===== config.mk =====
export PLATFORM = sky130hd
export DESIGN_NAME = inst_prefetch_unit
export DESIGN_NICKNAME = d
export VERILOG_FILES = /design/src/rtl/inst_prefetch_unit_pkg.sv /design/src/rtl/inst_prefetch_unit_fifo.sv /design/src/rtl/inst_prefetch_unit.sv
export SDC_FILE = /design/constraint.sdc
export NUM_CORES = 1
export LEC_CHECK = 0
export ABC_CLOCK_PERIOD_IN_PS = 4100
export BUFFER_PORTS_ARGS = -buffer_cell sky130_fd_sc_hd__buf_2
export CAP_MARGIN = 25
export CELL_PAD_IN_SITES_DETAIL_PLACEMENT = 0
export CELL_PAD_IN_SITES_GLOBAL_PLACEMENT = 1
export CORE_ASPECT_RATIO = 1.5
export CORE_UTILIZATION = 35
export DETAILED_ROUTE_END_ITERATION = 7
export MAX_ROUTING_LAYER = met4
export PLACE_DENSITY_LB_ADDON = 0.1
export RECOVER_POWER = 100
export SLEW_MARGIN = 15
export SYNTH_ARGS = -nofsm -noshare
export SYNTH_HDL_FRONTEND = slang
export SYNTH_SLANG_ARGS = --single-unit

===== constraint.sdc =====
create_clock -name clk -period 4.1 [get_ports clk]
set_input_delay 0.615 -clock clk [delete_from_list [all_inputs] [get_ports clk]]
set_output_delay 0.615 -clock clk [all_outputs]
set_load 0.01 [all_outputs]

===== src/rtl/inst_prefetch_unit_pkg.sv =====
// ============================================================================
// inst_prefetch_unit_pkg : shared encodings and constants for the fetch front end
// Rev 1.0
// ============================================================================
`default_nettype none

package inst_prefetch_unit_pkg;

    typedef enum logic [2:0] {
        FS_RST  = 3'b001,
        FS_IDLE = 3'b010,
        FS_REQ  = 3'b100
    } fetch_state_e;

    localparam int INST_W  = 32;
    localparam int PC_STEP = 4;

endpackage

`default_nettype wire


===== src/rtl/inst_prefetch_unit_fifo.sv =====
// ============================================================================
// inst_fifo : synchronous queue of {pc, instruction}; flush beats push and pop
// Rev 1.0
// ============================================================================
`default_nettype none

module inst_fifo #(
    parameter int WIDTH = 64,
    parameter int DEPTH = 4
) (
    input  logic                       clk,
    input  logic                       rst,
    input  logic                       push,
    input  logic                       pop,
    input  logic                       flush,
    input  logic [WIDTH-1:0]           din,
    output logic [WIDTH-1:0]           dout,
    output logic [$clog2(DEPTH+1)-1:0] count,
    output logic                       full,
    output logic                       empty
);

    localparam int AW = $clog2(DEPTH);
    localparam int CW = $clog2(DEPTH + 1);

    logic [WIDTH-1:0] r_mem [DEPTH];
    logic [AW-1:0]    r_wr_ptr;
    logic [AW-1:0]    r_rd_ptr;
    logic [CW-1:0]    r_count;
    logic             w_do_push;
    logic             w_do_pop;

    assign full      = (r_count == CW'(DEPTH));
    assign empty     = (r_count == '0);
    assign count     = r_count;
    assign dout      = r_mem[r_rd_ptr];
    // A full queue only takes a push when the head leaves in the same cycle.
    assign w_do_push = push && !flush && (!full || pop);
    assign w_do_pop  = pop && !flush && !empty;

    always_ff @(posedge clk or negedge rst) begin
        if (!rst) begin
            r_wr_ptr <= '0;
            r_rd_ptr <= '0;
            r_count  <= '0;
        end else if (flush) begin
            r_wr_ptr <= '0;
            r_rd_ptr <= '0;
            r_count  <= '0;
        end else begin
            if (w_do_push) r_wr_ptr <= r_wr_ptr + AW'(1);
            if (w_do_pop)  r_rd_ptr <= r_rd_ptr + AW'(1);
            r_count <= r_count + CW'(w_do_push) - CW'(w_do_pop);
        end
    end

    always_ff @(posedge clk) begin
        if (w_do_push) r_mem[r_wr_ptr] <= din;
    end

endmodule

`default_nettype wire


===== src/rtl/inst_prefetch_unit.sv =====
// ============================================================================
// inst_prefetch_unit : credit-limited instruction fetch with redirect flush
// Rev 1.0
// ============================================================================
`default_nettype none

module inst_prefetch_unit
    import inst_prefetch_unit_pkg::*;
#(
    parameter int                ADDR_W          = 32,
    parameter int                DATA_W          = INST_W,
    parameter int                FIFO_DEPTH      = 4,
    parameter int                MAX_OUTSTANDING = 2,
    parameter logic [ADDR_W-1:0] RESET_PC        = '0
) (
    input  logic              clk,
    input  logic              rst,
    output logic [ADDR_W-1:0] PC,
    output logic              Inst_Req_Valid,
    input  logic              Inst_Req_Ready,
    input  logic [DATA_W-1:0] Instruction,
    input  logic              Inst_Valid,
    output logic              Inst_Ready,
    input  logic              redirect_valid,
    input  logic [ADDR_W-1:0] redirect_pc,
    output logic              out_valid,
    input  logic              out_ready,
    output logic [DATA_W-1:0] out_inst,
    output logic [ADDR_W-1:0] out_pc,
    output logic [31:0]       perf_req_cnt,
    output logic [31:0]       perf_drop_cnt
);

    localparam int OSD_W = $clog2(MAX_OUTSTANDING + 1);
    localparam int CNT_W = $clog2(FIFO_DEPTH + 1);
    localparam int QW    = ADDR_W + DATA_W;

    fetch_state_e      r_state;
    fetch_state_e      w_state_nxt;
    logic [ADDR_W-1:0] r_fetch_pc;
    logic [ADDR_W-1:0] r_resp_pc;
    logic [ADDR_W-1:0] r_redir_pc;
    logic              r_pend;
    logic [OSD_W-1:0]  r_osd;
    logic [OSD_W-1:0]  r_stale;
    logic [31:0]       r_perf_req;
    logic [31:0]       r_perf_drop;

    logic              w_acc;
    logic              w_resp;
    logic              w_drop;
    logic              w_push;
    logic              w_pop;
    logic              w_fifo_push;
    logic              w_fifo_full;
    logic              w_fifo_empty;
    logic [CNT_W-1:0]  w_fifo_cnt;
    logic [CNT_W-1:0]  w_cnt_nxt;
    logic [OSD_W-1:0]  w_osd_nxt;
    logic [OSD_W-1:0]  w_stale_nxt;
    logic              w_credit;
    logic [ADDR_W-1:0] w_redir_pc;
    logic [QW-1:0]     w_head;

    assign w_redir_pc  = redirect_pc & ~ADDR_W'(3);
    assign w_acc       = Inst_Req_Valid && Inst_Req_Ready;
    assign w_resp      = Inst_Valid && Inst_Ready;
    assign w_drop      = w_resp && (redirect_valid || (r_stale != '0));
    assign w_push      = w_resp && !w_drop;
    assign w_pop       = !w_fifo_empty && out_ready && !redirect_valid;
    assign w_fifo_push = w_push && (!w_fifo_full || w_pop);

    // Credit is judged on next-cycle occupancy so a steady stream never bubbles.
    assign w_osd_nxt   = r_osd + OSD_W'(w_acc) - OSD_W'(w_resp);
    assign w_cnt_nxt   = redirect_valid ? '0 : (w_fifo_cnt + CNT_W'(w_fifo_push) - CNT_W'(w_pop));
    assign w_credit    = ((int'(w_osd_nxt) + int'(w_cnt_nxt)) < FIFO_DEPTH) &&
                         (int'(w_osd_nxt) < MAX_OUTSTANDING);
    assign w_stale_nxt = r_stale - OSD_W'(w_drop) + OSD_W'(w_acc && r_pend);

    always_ff @(posedge clk or negedge rst) begin
        if (!rst) r_state <= FS_RST;
        else      r_state <= w_state_nxt;
    end

    always_comb begin
        w_state_nxt    = r_state;
        Inst_Req_Valid = 1'b0;
        Inst_Ready     = 1'b0;
        case (r_state)
            FS_RST: begin
                w_state_nxt = FS_IDLE;
            end
            FS_IDLE: begin
                Inst_Ready = 1'b1;
                if (w_credit && !redirect_valid) w_state_nxt = FS_REQ;
            end
            FS_REQ: begin
                Inst_Ready     = 1'b1;
                Inst_Req_Valid = 1'b1;
                if (Inst_Req_Ready)
                    w_state_nxt = (w_credit && !redirect_valid) ? FS_REQ : FS_IDLE;
            end
            default: begin
                w_state_nxt = FS_RST;
            end
        endcase
    end

    always_ff @(posedge clk or negedge rst) begin
        if (!rst) begin
            r_fetch_pc  <= RESET_PC;
            r_resp_pc   <= RESET_PC;
            r_redir_pc  <= RESET_PC;
            r_pend      <= 1'b0;
            r_osd       <= '0;
            r_stale     <= '0;
            r_perf_req  <= '0;
            r_perf_drop <= '0;
        end else begin
            r_osd <= w_osd_nxt;
            if (w_acc)  r_perf_req  <= r_perf_req + 32'd1;
            if (w_drop) r_perf_drop <= r_perf_drop + 32'd1;
            if (redirect_valid) begin
                r_stale   <= w_osd_nxt;
                r_resp_pc <= w_redir_pc;
                // A presented request must not change address, so park the target.
                if ((r_state == FS_REQ) && !w_acc) begin
                    r_pend     <= 1'b1;
                    r_redir_pc <= w_redir_pc;
                end else begin
                    r_pend     <= 1'b0;
                    r_fetch_pc <= w_redir_pc;
                end
            end else begin
                r_stale <= w_stale_nxt;
                if (w_push) r_resp_pc <= r_resp_pc + ADDR_W'(PC_STEP);
                if (w_acc) begin
                    r_pend     <= 1'b0;
                    r_fetch_pc <= r_pend ? r_redir_pc : (r_fetch_pc + ADDR_W'(PC_STEP));
                end
            end
        end
    end

    inst_fifo #(
        .WIDTH (QW),
        .DEPTH (FIFO_DEPTH)
    ) u_fifo (
        .clk   (clk),
        .rst   (rst),
        .push  (w_fifo_push),
        .pop   (w_pop),
        .flush (redirect_valid),
        .din   ({r_resp_pc, Instruction}),
        .dout  (w_head),
        .count (w_fifo_cnt),
        .full  (w_fifo_full),
        .empty (w_fifo_empty)
    );

    assign PC            = (r_state == FS_RST) ? '0 : r_fetch_pc;
    assign out_valid     = !w_fifo_empty;
    assign out_pc        = w_fifo_empty ? '0 : w_head[QW-1 -: ADDR_W];
    assign out_inst      = w_fifo_empty ? '0 : w_head[DATA_W-1:0];
    assign perf_req_cnt  = r_perf_req;
    assign perf_drop_cnt = r_perf_drop;

endmodule

`default_nettype wire


Word level (Yosys, flattened, before mapping)
Memories as Yosys holds them, arrays and structs flattened.
Index checks and enable logic that the tools add are counted.
{"block": "totals", "memories": 1, "input_bits": 70, "wordCells": 96, "out_inout_bits": 163, "mem_bits_rw": 256, "ff_bits": 173}
{"name": "u_fifo.r_mem", "words": 4, "width": 64, "read_ports": 1, "rd_ports_with_merged_regs": 0, "write_ports": 1, "line_no": "inst_prefetch_unit_fifo.sv:26", "text": "logic [WIDTH-1:0] r_mem [DEPTH];"}
{"block": "op_classes", "addsub": 15, "n_reduce_logical": 32, "mux": 27, "magnitude_cmp": 2, "eq_ne": 7}
{"cell": "$mux W32", "n": 9}
{"cell": "$add A32 B1 Y32 const B", "n": 2}
{"cell": "$add A32 B3 Y32 const B", "n": 2}
{"cell": "$logic_and A1 B1 Y1", "n": 15}
{"cell": "$mux W3", "n": 5}
{"cell": "$mux W2", "n": 5}
{"cell": "$reduce_bool A2 Y1", "n": 5}
{"cell": "$pmux W3 S3", "n": 1}
{"cell": "$mux W1", "n": 7}
{"cell": "$add A3 B1 Y3", "n": 2}
{"cell": "$eq A3 B3 Y1 const B", "n": 2}
{"cell": "$ne A2 B2 Y1 const B", "n": 3}
{"cell": "$reduce_and A2 Y1", "n": 3}
{"cell": "$sub A3 B1 Y3", "n": 2}
{"cell": "$logic_not A1 Y1", "n": 5}
{"cell": "$add A2 B1 Y2", "n": 2}
{"cell": "$add A2 B1 Y2 const B", "n": 2}
{"cell": "$add A2 B3 Y4", "n": 1}
{"cell": "$lt A4 B3 Y1 const B", "n": 1}
{"cell": "$sub A2 B1 Y2", "n": 2}
{"cell": "$eq A3 B1 Y1 const B", "n": 1}
{"cell": "$eq A3 B2 Y1 const B", "n": 1}
{"cell": "$logic_not A3 Y1", "n": 1}
{"cell": "$logic_or A1 B1 Y1", "n": 2}
{"cell": "2 further kinds", "n": 2}

Depth between registers and ports, before layout
Gate-level depths: netlist of the first run.
{"block": "logic_depth", "ltp_word": 18, "depth_mapped": 15, "depth_no_buf": 14}

Modules after synthesis
From an unflattened synthesis of the first run, not the netlist that was laid out.
{"block": "hier_totals", "hier_cells": 1326, "area_unflattened_um2": 18711.7}
{"mod": "inst_fifo", "area_each_um2": 9696.8, "n_inst": 1, "cells_each": 379, "seq_area_each_um2": 7862.5}
{"mod": "inst_prefetch_unit", "area_each_um2": 9014.9, "n_inst": 1, "cells_each": 947, "seq_area_each_um2": 4055.1}

Least setup slack after synthesis of the first run
OpenSTA, ideal clock, no wires.
{"block": "synth_path", "kind": "input port to flip-flop", "start": "input port redirect_valid", "end": "register r_state[2]", "stages": 15, "n_path_buf": 1, "setup_slack_ps": 279, "required_ps": 4036, "setup_ps": 64, "t_arrival_ps": 3757, "cell_sequence": "nor3_2 nand3_1 buf_2 a41oi_2 inv_1 ha_1 inv_1 ha_1 fa_1 nor2b_1 ha_1 a311o_1 or3_1 a21oi_1 a21o_1"}
{"block": "synth_between", "elab_chain_len": 15, "word_cells_on_any_way": 20, "cone_classes": "add/sub: 3; order compare: 1; eq/ne: 1; mux: 4; reduce/logical: 11"}
{"item": "from (decl)", "line_no": "inst_prefetch_unit.sv:24", "text": "input logic redirect_valid,"}
{"item": "$logic_or A1 B1 Y1", "line_no": "inst_prefetch_unit.sv:68", "text": "assign w_drop = w_resp && (redirect_valid || (r_stale != '0));"}
{"item": "$logic_and A1 B1 Y1", "line_no": "inst_prefetch_unit.sv:68"}
{"item": "$logic_not A1 Y1", "line_no": "inst_prefetch_unit.sv:69", "text": "assign w_push = w_resp && !w_drop;"}
{"item": "$logic_and A1 B1 Y1", "line_no": "inst_prefetch_unit.sv:69"}
{"item": "$logic_and A1 B1 Y1", "line_no": "inst_prefetch_unit.sv:71", "text": "assign w_fifo_push = w_push && (!w_fifo_full || w_pop);"}
{"item": "$add A3 B1 Y3", "line_no": "inst_prefetch_unit.sv:75", "text": "assign w_cnt_nxt = redirect_valid ? '0 : (w_fifo_cnt + CNT_W'(w_fifo_push) - CNT_W'(w_pop));"}
{"item": "$sub A3 B1 Y3", "line_no": "inst_prefetch_unit.sv:75"}
{"item": "$mux W3", "line_no": "inst_prefetch_unit.sv:75"}
{"item": "$add A2 B3 Y4", "line_no": "inst_prefetch_unit.sv:76", "text": "assign w_credit = ((int'(w_osd_nxt) + int'(w_cnt_nxt)) < FIFO_DEPTH) &&"}
{"item": "$lt A4 B3 Y1", "line_no": "inst_prefetch_unit.sv:76"}
{"item": "$logic_and A1 B1 Y1", "line_no": "inst_prefetch_unit.sv:76"}
{"item": "$logic_and A1 B1 Y1 (*)", "line_no": "inst_prefetch_unit.sv:95, inst_prefetch_unit.sv:101"}
{"item": "$mux W3", "line_no": "inst_prefetch_unit.sv:101", "text": "w_state_nxt = (w_credit && !redirect_valid) ? FS_REQ : FS_IDLE;"}
{"item": "$mux W3", "line_no": "inst_prefetch_unit.sv:100", "text": "if (Inst_Req_Ready)"}
{"item": "$pmux W3 S3", "line_no": "inst_prefetch_unit.sv:89", "text": "case (r_state)"}
{"item": "to (signal assigned)", "line_no": "inst_prefetch_unit.sv:82", "text": "else r_state <= w_state_nxt;"}
{"item": "to (decl)", "line_no": "inst_prefetch_unit.sv:38", "text": "fetch_state_e r_state;"}
Every way passes the cells marked *; elsewhere a longest branch is shown, timed or not. The select of a mux whose other input is x is not followed.
A chain may end at the register's enable or synchronous reset.

Worst setup path after layout of the first run
{"block": "layout_path", "start": "register r_state[0]", "end": "output port PC[20]"}
{"block": "layout_between", "elab_chain_len": 2}
{"item": "$eq A3 B1 Y1", "line_no": "inst_prefetch_unit.sv:161", "text": "assign PC = (r_state == FS_RST) ? '0 : r_fetch_pc;"}
{"item": "$mux W32", "line_no": "inst_prefetch_unit.sv:161"}
{"item": "to (decl)", "line_no": "inst_prefetch_unit.sv:18", "text": "output logic [ADDR_W-1:0] PC,"}
No other way between the ends.

==> results.json, run 1 <==
{
  "cts-buffers-inserted": 42,
  "grt_use_total_pct": 18.6,
  "p_per_area_nw_per_um2": 551,
  "h-tree-depth": 2,
  "timing.setup.critical_path_class": "reg2out",
  "ctsHoldBuffers": 0,
  "clk_pin_slew_ns": 0.06,
  "r2r_cells": 14,
  "rsz0062_at_grt": "no",
  "nets": 1670,
  "dr.pass1.iters": 5,
  "drc": 0,
  "synth-edff-count": 248,
  "timing.final.max_slew_violations": 230,
  "dp_hpwl_um": 32400,
  "grtUsageMet1_pct": 22.2,
  "synth_cell_types": 75,
  "clock_power_share_pct": 35.1,
  "tightest_slew_ns": 2.51,
  "power_switching_mw": 3.50,
  "rrSetupSlack_ns": 0.58,
  "io_buffer_count": 226,
  "floorplan.initialDensity_pct": 35.4,
  "ys_warn_count": 0,
  "synth_seq_area_share_pct": 63.0,
  "placementRows": 103,
  "wl_per_cell_um": 20.9,
  "post-cts-setup-buffers": 0,
  "cts_root_buf": "clkbuf_16",
  "nFillCells": 5043,
  "seq_power_share_pct": 43.6,
  "setup_violations": 0,
  "ir_drop_uv": 386,
  "antenna_found_initial": 6,
  "finalWeightedCongestion": 0.765,
  "overflow": 0,
  "share_comb_of_total_power_pct": 21.3,
  "core_um2": 52500,
  "hold_path.class": "in2async",
  "cts_sinks": 417,
  "slew_headroom_pct": -67.3,
  "cp_max_fo": 32,
  "grtUsageMet3_pct": 3.38,
  "io_pins": 233,
  "clk_latency_ns": 0.56,
  "die_x_um": 190,
  "netlist_instances": 1339,
  "r2r_end": "r_state[2]",
  "status": "complete, but fails checks",
  "die-area_um2": 53900,
  "fp.dieH_um": 284,
  "r2r_start": "u_fifo.count[2]",
  "grt_first_pass_wirelength_um": 74700,
  "required_ns": 3.48,
  "drv_cap": 7,
  "initialDrtViolationCount": 584,
  "fin_crit_sh_pct": 87.5,
  "synthToLayoutAreaGrowth_pct": 17.2,
  "grt_pass1_vias": 12300,
  "avgSynthCellArea_um2": 13.9,
  "num_vias": 11700,
  "final_hold_viol_count": 0,
  "ys.flop_type": "edfxtp_1",
  "grt.busiest_layer": "met2",
  "cts_resized": 0,
  "fmax_ghz": 0.279,
  "grt_max_degree": 75,
  "period_needed_ns": 3.59,
  "cts_tree": "built",
  "synthArstFlopShare_pct": 40.5,
  "ys_ff_latch": 417,
  "wirelength_um": 47900,
  "setup-tns-final_ns": 0,
  "leakage_nw": 8.03,
  "syn_area_um2": 18600,
  "cp-start-kind": "register",
  "skew_ns": 0.0137,
  "drive_gt1_share_pct": 16.4,
  "via_per_inst": 5.11,
  "antenna_left": 0,
  "clockBufferDepth": 3,
  "switching_share_pct": 29.2,
  "p_int_mw": 8.48,
  "cp-end-kind": "output port",
  "met2_usage_pct": 32.3,
  "hold_slack_ns": 0.0122,
  "critPathArrivalTime_ns": 2.97,
  "violations": "max-capacitance violations, max-slew violations"
}
[layout by cell type (no fill, tap or decap), types with 34 or more instances in the layout]
master	synthesis	layout
and2_1	73	41
mux2_2	35	35
nand4_1	34	34
nor2_1	63	63
nand2_1	92	92
nand3_1	46	46
a21oi_1	37	37
buf_2	15	61
dfrtp_1	168	166
mux4_2	62	62
nor2b_1	34	34
edfxtp_1	248	248
clkbuf_1	34	187
clkbuf_16	0	43
xnor2_1	64	64
[critical path, stage by stage, from the launching register on]
cell,delay [ns]
dfstp_1,0.60
nor3b_2,0.18
clkbuf_1,1.19
nor2b_1,0.22
clkbuf_1,0.21
[per-stage QoR]
stage / worst slack (ns) / util [%] / power [mW] / cell area [um^2] / cells
after floorplan: 0.279 / - / 6.90 / 18600 / 1342
after global placement: 0.386 / 39.2 / 8.01 / 20500 / 2218
after detailed placement: 0.387 / 39.2 / 8.04 / 20600 / 2219
after CTS: 0.580 / 42.1 / 12.3 / 22100 / 2294
after global routing: 0.269 / 41.5 / 12.6 / 21700 / 2297
final: 0.511 / 41.5 / 12.0 / 21700 / 2297
[area by class of cell]
cell class	instances	area (um^2)	area share [%]
Sequential cell	417	11700	53.7
Multi-Input combinational cell	829	6430	29.6
Clock buffer	56	1180	5.45
Timing Repair Buffer	261	1150	5.29
Tap cell	682	853	3.92
Clock inverter	19	324	1.49
Inverter	30	113	0.518
Antenna cell	3	7.51	0.0345
[power groups by stage]
stage | clock network, mW | registers (mW) | logic, mW
floorplan | 0 | 5.13 | 1.76
global placement | 0 | 5.30 | 2.71
detailed placement | 0 | 5.31 | 2.73
CTS | 4.34 | 5.23 | 2.74
global route | 4.46 | 5.28 | 2.86
finish | 4.21 | 5.22 | 2.55
[registers in the layout, summed over array words and instances, names as in the netlist]
register and count:
r_stale 2, u_fifo.r_mem 248, r_redir_pc 30, u_fifo.r_wr_ptr 2
r_state 3, u_fifo.count 3, r_resp_pc 30, r_pend 1
u_fifo.r_rd_ptr 2, perf_req_cnt 32, r_osd 2, r_fetch_pc 30
perf_drop_cnt 32
[worst max path at each step]
stage	start	endpoint	slack, ns	cells after the start
floorplan	redirect_valid	r_state[2]	0.28	15
global placement	redirect_valid	r_state[2]	0.39	16
detailed placement	redirect_valid	r_state[2]	0.39	16
CTS	u_fifo.count[2]	r_state[2]	0.58	14
global route	r_state[0]	PC[9]	0.27	4
finish	r_state[0]	PC[20]	0.51	4
[cell usage after synthesis (23+ instances only)]
cell type	number	share of area, %
clkbuf_1	34	0.69
nand3_1	46	1.2
a21oi_1	37	1.0
xnor2_1	64	3.0
o21ai_0	33	0.89
and3_1	26	0.88
dfrtp_1	168	23
inv_1	29	0.59
nand4_1	34	1.1
nand2_1	92	1.9
edfxtp_1	248	40
nor3_1	23	0.62
mux4_2	62	7.5
xor2_1	30	1.4
and2_1	73	2.5
nor2_1	63	1.3
nor2b_1	34	1.1
mux2_2	35	2.1
[kinds of logic after synthesis]
kind of cell,after synthesis,synth area share (%)
and+or+nand+nor,450,13.1
DFF,417,63.0
other,1,0.0202
AOI/OAI and AO/OA,158,5.72
muxes,104,10.1
adders and majority gates,19,1.36
xor gates and xnor gates,94,4.44
buffers and inverters,96,2.35
[layer usage]
metal / vias up / wire length (um)
met2: 284 / 24800
met3: 66 / 2240
met5: - / 0
met1: 5921 / 20000
met4: 0 / 938
li1: 5478 / -
No activity file was read; power rests on OpenSTA's default activity.
==> run 2, diff against run 1 <==
MAX_ROUTING_LAYER = unset   (was met4)
==> results.json, run 2 (synthesis results as in run 1) <==
{
  "status": "complete, but fails checks",
  "core_um2": 52500,
  "fin_crit_sh_pct": 88.0,
  "violations": "max-capacitance violations, max-slew violations",
  "wirelength_um": 47900,
  "io_pins": 233,
  "ctsHoldBuffers": 0,
  "p_per_area_nw_per_um2": 551,
  "grt_pass1_vias": 12300,
  "ir_drop_uv": 386,
  "cts_resized": 0,
  "post-cts-setup-buffers": 0,
  "drv_cap": 7,
  "grt_first_pass_wirelength_um": 74800,
  "skew_ns": 0.0151,
  "power_switching_mw": 3.49,
  "finalWeightedCongestion": 0.754,
  "rsz0062_at_grt": "no",
  "leakage_nw": 8.03,
  "clk_latency_ns": 0.56,
  "timing.setup.critical_path_class": "reg2out",
  "initialDrtViolationCount": 552,
  "final_hold_viol_count": 0,
  "die-area_um2": 53900,
  "period_needed_ns": 3.61,
  "setup_violations": 0,
  "h-tree-depth": 2,
  "io_buffer_count": 226,
  "final_cell_mix": "edfxtp_1, clkbuf_1, dfrtp_1",
  "floorplan.initialDensity_pct": 35.4,
  "cts_tree": "built",
  "dr.pass1.iters": 5,
  "grt_max_degree": 75,
  "final_common_cell": "edfxtp_1",
  "nets": 1670,
  "dp_hpwl_um": 32400,
  "switching_share_pct": 29.2,
  "cts_sinks": 417,
  "drc": 0,
  "cp_max_fo": 32,
  "grt_use_total_pct": 18.1,
  "cts_root_buf": "clkbuf_16",
  "drive_gt1_share_pct": 16.4,
  "via_per_inst": 5.12,
  "wl_per_cell_um": 20.9,
  "regMostFlops": "u_fifo.r_mem",
  "cp-end-kind": "output port",
  "cts-buffers-inserted": 42,
  "overflow": 0,
  "setup-tns-final_ns": 0,
  "fp.dieH_um": 284,
  "p_int_mw": 8.48,
  "clk_pin_slew_ns": 0.06,
  "timing.final.max_slew_violations": 230,
  "pre_cts_ws_ns": 0.387,
  "clockBufferDepth": 3,
  "largest_reg_flops": 248,
  "slew_headroom_pct": -67.9,
  "die_x_um": 190,
  "clock_power_share_pct": 35.1,
  "tightest_slew_ns": 2.52,
  "antenna_cells": 0,
  "worst_slack_ns": 0.493,
  "synthToLayoutAreaGrowth_pct": 17.2,
  "num_vias": 11800,
  "critPathArrivalTime_ns": 2.99,
  "antenna_left": 0,
  "antenna_found_initial": 6,
  "seq_power_share_pct": 43.6,
  "hold_path.class": "in2async",
  "share_comb_of_total_power_pct": 21.3,
  "cp-start-kind": "register",
  "fmax_ghz": 0.277,
  "placementRows": 103,
  "required_ns": 3.48
}
==> run 2: cell types whose count changed in the layout (fill, tap and decap cells not counted) <==
cell / delta
diode_2: -3
==> run 2: final cells by class <==
cell class | instances | area [um^2]
timing repair buffer | 261 | 1150
clock inverter | 19 | 324
clock buffer | 56 | 1180
multi-input combinational | 829 | 6430
fill | 5043 | 30700
sequential | 417 | 11700
tap | 682 | 853
inverter | 30 | 113
==> run 2: power by group through the flow <==
stage	clock, mW	combinational [mW]	sequential (mW)
floorplan	0	1.76	5.13
global placement	0	2.71	5.30
detailed placement	0	2.73	5.31
CTS	4.34	2.74	5.23
global route	4.47	2.86	5.28
finish	4.20	2.55	5.22
==> run 2: layer usage <==
layer	global-route usage [%]	vias up	wire, um
met3	3.64	65	2380
li1	-	5469	-
met1	22.0	5913	19800
met4	4.56	6	978
met2	32.3	303	24800
met5	0	-	37
==> run 2: path summary, 6_finish.rpt <==
check,from,endpoint,slack (ns),depth (start not counted)
setup / recovery,r_state[0],PC[20],0.49,4
hold / removal,rst,r_resp_pc[27],0.008,1
setup reg to reg,u_fifo.count[2],r_state[2],0.59,14
hold reg to reg,perf_drop_cnt[31],perf_drop_cnt[31],0.47,1
max in group asynchronous,rst,perf_drop_cnt[18],1.00,2
min in group clk,Instruction[4],u_fifo.r_mem[2][4],0.31,1
==> run 2: metrics by stage <==
stage / hold slack [ns] / instance area (um^2) / std cells / power (mW) / utilization [%]
finish: 0.00787 / 21700 / 2294 / 12.0 / 41.4
global route: 0.0577 / 21700 / 2294 / 12.6 / 41.4
CTS: 0.0441 / 22100 / 2294 / 12.3 / 42.1
detailed placement: 0.461 / 20600 / 2219 / 8.04 / 39.2
global placement: 0.455 / 20500 / 2218 / 8.01 / 39.2
floorplan: 0.319 / 18600 / 1342 / 6.90 / -
==> run 2: worst max-delay path: stages (launching register included) <==
cell and delay (ns):
dfstp_1 0.60, nor3b_2 0.18, clkbuf_1 1.21, nor2b_1 0.22
clkbuf_1 0.21
